File: src/rtl/period_meter_pkg.sv
// period_meter_pkg
//   Shared clock-utilities definitions for the period meter and the clock
//   dividers: the measurement FSM state encoding and the synchronizer
//   settling depth used to qualify edges after reset.
package period_meter_pkg;

  // Measurement FSM states. The encodings are fixed because other clock
  // utilities decode them directly.
  typedef enum logic [1:0] {
    ARM     = 2'd0,
    MEASURE = 2'd1,
    TIMEOUT = 2'd2
  } meter_state_e;

  // Clock edges after reset release before the third edge-detect flop
  // holds a real sample of sig_in (two synchronizer stages plus s3).
  localparam logic [1:0] SYNC_PRIME_EDGES = 2'd3;

endpackage

File: src/rtl/period_meter_sync_2ff.sv
// sync_2ff
//   Two-flop synchronizer bringing an asynchronous single-bit signal into
//   the clk_in domain.
//   Ports:
//     clk_in - destination clock (rising edge)
//     rst    - asynchronous active-high reset, clears both stages
//     d      - asynchronous input
//     q      - synchronized output (second stage)
module sync_2ff (
  input  logic clk_in,
  input  logic rst,
  input  logic d,
  output logic q
);

  logic s1_q;
  logic s2_q;

  // First stage may go metastable; the second stage gives it a full
  // cycle to resolve before anything downstream looks at it.
  always_ff @(posedge clk_in or posedge rst) begin
    if (rst) begin
      s1_q <= 1'b0;
      s2_q <= 1'b0;
    end else begin
      s1_q <= d;
      s2_q <= s1_q;
    end
  end

  assign q = s2_q;

endmodule

File: src/rtl/period_meter.sv
// period_meter
//   Measures the rising-edge-to-rising-edge interval of a slow, asynchronous
//   signal in clk_in cycles. Each completed interval is reported on period
//   with a one-cycle valid pulse. If no edge arrives within MAX_COUNT cycles
//   the timeout level is raised and the next edge only restarts measurement.
//   Parameters:
//     MAX_COUNT - largest measurable period in clk_in cycles (4 .. 2^31-1)
//     N         - derived counter / period width (not overridable)
//   Ports:
//     clk_in  - system clock, all state on its rising edge
//     rst     - asynchronous active-high reset
//     sig_in  - signal to be measured, asynchronous to clk_in
//     period  - last measured interval in clk_in cycles
//     valid   - one-cycle pulse marking a new period value
//     timeout - high while no edge has arrived within MAX_COUNT cycles
module period_meter
  import period_meter_pkg::*;
#(
  parameter int unsigned MAX_COUNT = 32'd12_000_000,
  localparam int         N         = $clog2(MAX_COUNT + 1)
) (
  input  logic         clk_in,
  input  logic         rst,
  input  logic         sig_in,
  output logic [N-1:0] period,
  output logic         valid,
  output logic         timeout
);

  localparam logic [N-1:0] MAX_CNT = N'(MAX_COUNT);

  meter_state_e state_q, state_d;
  logic [N-1:0] cnt_q, cnt_d;
  logic [N-1:0] period_q, period_d;
  logic         valid_q, valid_d;
  logic         timeout_q, timeout_d;
  logic         s3_q, s3_d;
  logic [1:0]   prime_q, prime_d;

  logic         sync_q;
  logic         primed;
  logic         rise;
  logic [N-1:0] cnt_inc;

  sync_2ff u_sync (
    .clk_in (clk_in),
    .rst    (rst),
    .d      (sig_in),
    .q      (sync_q)
  );

  // Right after reset s2 can go high while s3 still holds its reset 0,
  // which would look like an edge if sig_in was simply held high. Edges
  // are only trusted once s3 carries a genuine sample of sig_in.
  assign primed  = (prime_q == SYNC_PRIME_EDGES);
  assign rise    = sync_q & ~s3_q & primed;

  // cnt never exceeds MAX_COUNT-1, so this increment cannot overflow N bits.
  assign cnt_inc = cnt_q + N'(1);

  // Next-state logic for the measurement FSM and its registered outputs.
  // An edge always takes priority over the timeout check, so a period of
  // exactly MAX_COUNT is still reported.
  always_comb begin
    state_d   = state_q;
    cnt_d     = cnt_q;
    period_d  = period_q;
    valid_d   = 1'b0;
    timeout_d = timeout_q;
    s3_d      = sync_q;
    prime_d   = primed ? prime_q : prime_q + 2'd1;

    case (state_q)
      ARM: begin
        if (rise) begin
          state_d = MEASURE;
          cnt_d   = '0;
        end
      end
      MEASURE: begin
        if (rise) begin
          period_d = cnt_inc;
          valid_d  = 1'b1;
          cnt_d    = '0;
        end else if (cnt_inc == MAX_CNT) begin
          state_d   = TIMEOUT;
          timeout_d = 1'b1;
        end else begin
          cnt_d = cnt_inc;
        end
      end
      TIMEOUT: begin
        // The interval that ended here overran, so it is not reported.
        if (rise) begin
          state_d   = MEASURE;
          cnt_d     = '0;
          timeout_d = 1'b0;
        end
      end
      default: begin
        state_d   = ARM;
        cnt_d     = '0;
        timeout_d = 1'b0;
      end
    endcase
  end

  // All FSM state, edge-detect and output registers.
  always_ff @(posedge clk_in or posedge rst) begin
    if (rst) begin
      state_q   <= ARM;
      cnt_q     <= '0;
      period_q  <= '0;
      valid_q   <= 1'b0;
      timeout_q <= 1'b0;
      s3_q      <= 1'b0;
      prime_q   <= 2'd0;
    end else begin
      state_q   <= state_d;
      cnt_q     <= cnt_d;
      period_q  <= period_d;
      valid_q   <= valid_d;
      timeout_q <= timeout_d;
      s3_q      <= s3_d;
      prime_q   <= prime_d;
    end
  end

  assign period  = period_q;
  assign valid   = valid_q;
  assign timeout = timeout_q;

endmodule

File: config.mk
export PLATFORM = sky130hd
export DESIGN_NAME = period_meter
export DESIGN_NICKNAME = d
export VERILOG_FILES = /design/src/rtl/period_meter_pkg.sv /design/src/rtl/period_meter_sync_2ff.sv /design/src/rtl/period_meter.sv
export SDC_FILE = /design/constraint.sdc
export NUM_CORES = 1
export LEC_CHECK = 0
export CORE_AREA = 2 2 80 90
export DETAILED_ROUTE_END_ITERATION = 10
export DIE_AREA = 0 0 82 92
export HOLD_SLACK_MARGIN = 0.08
export PLACE_DENSITY = 0.68
export SKIP_CTS_REPAIR_TIMING = 1
export SLEW_MARGIN = 25
export SYNTH_ARGS = -nofsm -noshare
export SYNTH_HDL_FRONTEND = slang
export SYNTH_HIERARCHICAL = 1
export SYNTH_SLANG_ARGS = --single-unit
File: constraint.sdc
create_clock -name clk_in -period 2.4 [get_ports clk_in]
set_input_delay 0.48 -clock clk_in [delete_from_list [all_inputs] [get_ports clk_in]]
set_output_delay 0.48 -clock clk_in [all_outputs]
set_load 0.01 [all_outputs]
==> results.yml <==
routing:
  drt-total-wl_um: 7310
  avgRoutedWirePerCell_um: 15.0
  drtIter0Drc: 124
  drt_pass1_iterations: 4
  routed-via-count: 2661
  drc_errors: 0
  antenna_left: 0
  vias_per_cell: 5.46
placed_design:
  dp_hpwl_um: 5260
  io_buffers: 28
  placedCellCount: 469
  dpl_cell_area_mm2: 0.00378
  dp_slack_ns: -0.268
  place.gp.congestion: 0.910
critical_path:
  cpPeakStageDelay_ns: 0.52
  cp_top_family: "simple AND/OR/NAND/NOR gates"
  worstPathRequired_ns: 2.66
  cp_max_fo: 4
  cp-end-kind: "flop"
  timing.rr.end: "cnt_q[3]"
  reg2regPathDepth: 10
  cp_num_buf_inv: 2
  r2r_slack_ns: -0.18
  reg2reg_from: "cnt_q[1]"
  startpoint_type: "flop"
  critical_path_class: "reg2reg"
  slowest_stage: "or4_4"
  path_cells: "ha_4 > nand2_2 > or4_4 > buf_6 > nor4_4 > o211ai_2 > nor4b_4 > or2_4 > buf_6 > o2bb2ai_2"
  path_common_cell: "buf_6"
  arrival_ns: 2.84
synth:
  synth.distinct_cells: 57
  netlist_area_mm2: 0.00306
  synth_edf_count: 0
  yosysSeqAreaShare_pct: 46.6
  synthesis.nets: 331
  ys_seq_elements: 57
  syn_inst: 326
  syn_avg_cell_area_um2: 9.38
  yosysWarnings: 6
  async_reset_ff_share_pct: 100
  ys.flop_type: "dfrtp_1"
timing:
  worstMarginPinSlew_ns: 0.487
  setup_tns_ns: -2.45
  slew_headroom_pct: 67.4
  timing.final.ws_setup_ns: -0.181
  maxSlewViolCount: 0
  max_freq_ghz: 0.388
  holdWs_ns: 0.338
  rsz0062_at_grt: "true"
  final_hold_viol_count: 0
  setup_violations: 18
  period_share_pct: 108
  clock_skew_ns: 0.00423
  period_minus_slack_ns: 2.58
pwr:
  ir_worst_vdd_mv: 0.340
  power.total_mw: 2.33
  p_leak_nw: 1.80
  p_per_area_mw_per_mm2: 567
die:
  ios: 29
  die_h_um: 92
  die_area_mm2: 0.00754
  rows: 32
  coreArea_mm2: 0.00673
  chipWidth_um: 82
  start_util_pct: 45.5
global_route:
  grt_use_met1_pct: 27.2
  met2_usage_pct: 33.8
  antenna_found_initial: 0
  grt_util_met3_pct: 6.00
  grt_pass1_wl_um: 12200
  busiest_layer: "met2"
  grt_max_degree: 56
  grt_use_total_pct: 21.5
  grt_pass1_vias: 2595
  grt.overflow.total: 0
cells_and_area:
  fin_cells: 487
  seqCellArea_mm2: 0.00143
  layout.nets: 402
  multi_input_area_mm2: 0.00162
  final_common_cell: "dfrtp_1"
  diodes: 0
  design_area_mm2: 0.00410
  synthToLayoutAreaGrowth_pct: 34.1
  layout_common_cells: "dfrtp_1 (57), buf_4 (54), nand2_1 (45)"
  fin_util_pct: 61.0
  drive_gt1_share_pct: 26.1
  nFillCells: 556
clock_network:
  numCtsBuffers: 9
  clock_latency_ns: 0.34
  path_clk_slew_ns: 0.06
  root_buffer: "clkbuf_8"
  clock_path_buffers: 2
  cts.sinks: 57
  cts_tree: "done"
  cts_htree_levels: 3
run_status:
  violations: "negative setup slack"
  status: "finished, violations left"
job:
  maxCapViolCount: 0
hold_path:
  hp-class: "in2async"
## kinds of logic after synthesis
group / after synthesis / share of synthesized area (%)
AO/OA/AOI/OAI: 89 / 18.3
XOR/XNOR: 23 / 6.83
adder cells (fa/ha/maj): 2 / 0.818
buffers and inverters: 35 / 5.03
flip-flops: 57 / 46.6
multiplexers: 4 / 1.47
AND/OR/NAND/NOR: 116 / 20.9
## power breakdown
group	switching (mW)	total [mW]	internal [mW]
Sequential	0.0532	1.09	1.04
Combinational	0.253	0.499	0.246
Clock	0.372	0.740	0.368
## metal layers
layer  vias to the layer above  wire length [µm]  share of wire [%]
met4                         0               208                2.8
li1                       1302                 -                  -
met1                      1282              3160                 43
met3                        19               277                3.8
met2                        58              3670                 50
met5                         -                 0                  0
## synthesized netlist by cell type, drive strengths merged (2+ instances only)
cell	n	area share (%)
nand2	46	5.6
nor3	2	0.33
o31ai	8	2.0
nor2b	3	0.61
a211o	2	0.57
and2	5	1.0
buf	12	2.2
or3	2	0.41
o22ai	2	0.41
xor2	12	3.4
mux2	4	1.5
o211ai	3	0.90
ha	2	0.82
a31oi	12	2.5
clkbuf	17	2.1
o21ai	36	5.9
a21o	3	0.74
nor4	5	1.7
a21oi	11	1.8
nor2	15	1.8
and4	3	0.86
o2bb2ai	2	0.57
dfrtp	57	47
nand2b	4	0.82
nand3	9	1.5
inv	6	0.74
nand3b	3	0.74
and3	3	0.61
xnor2	11	3.4
nand4	11	2.9
## cell type report
| class | count | share of cell area (%) |
|---|---|---|
| tap | 85 | 2.59 |
| inverter | 6 | 0.549 |
| timing repair buffer | 89 | 18.8 |
| clock inverter | 4 | 0.488 |
| multi-input combinational | 234 | 39.5 |
| sequential | 57 | 34.8 |
| clock buffer | 12 | 3.29 |
## flip-flops by register name, summed over array words and instances, names as in the netlist
name         cells
timeout          1
u_sync/q         1
cnt_q           24
u_sync/s1_q      1
valid            1
s3_q             1
period          24
prime_q          2
state_q          2
## worst max path at each step
stage	depth (start not counted)	end	startpoint	slack [ns]
5_1_grt	10	cnt_q[3]	cnt_q[0]	-0.31
3_5_place_dp	8	cnt_q[1]	cnt_q[0]	-0.27
4_1_cts	8	cnt_q[3]	cnt_q[0]	-0.29
3_3_place_gp	8	cnt_q[20]	cnt_q[0]	-0.19
2_1_floorplan	10	cnt_q[13]	cnt_q[0]	-0.16
6_report	10	cnt_q[3]	cnt_q[1]	-0.18
Power figures use the tool's default switching activity.
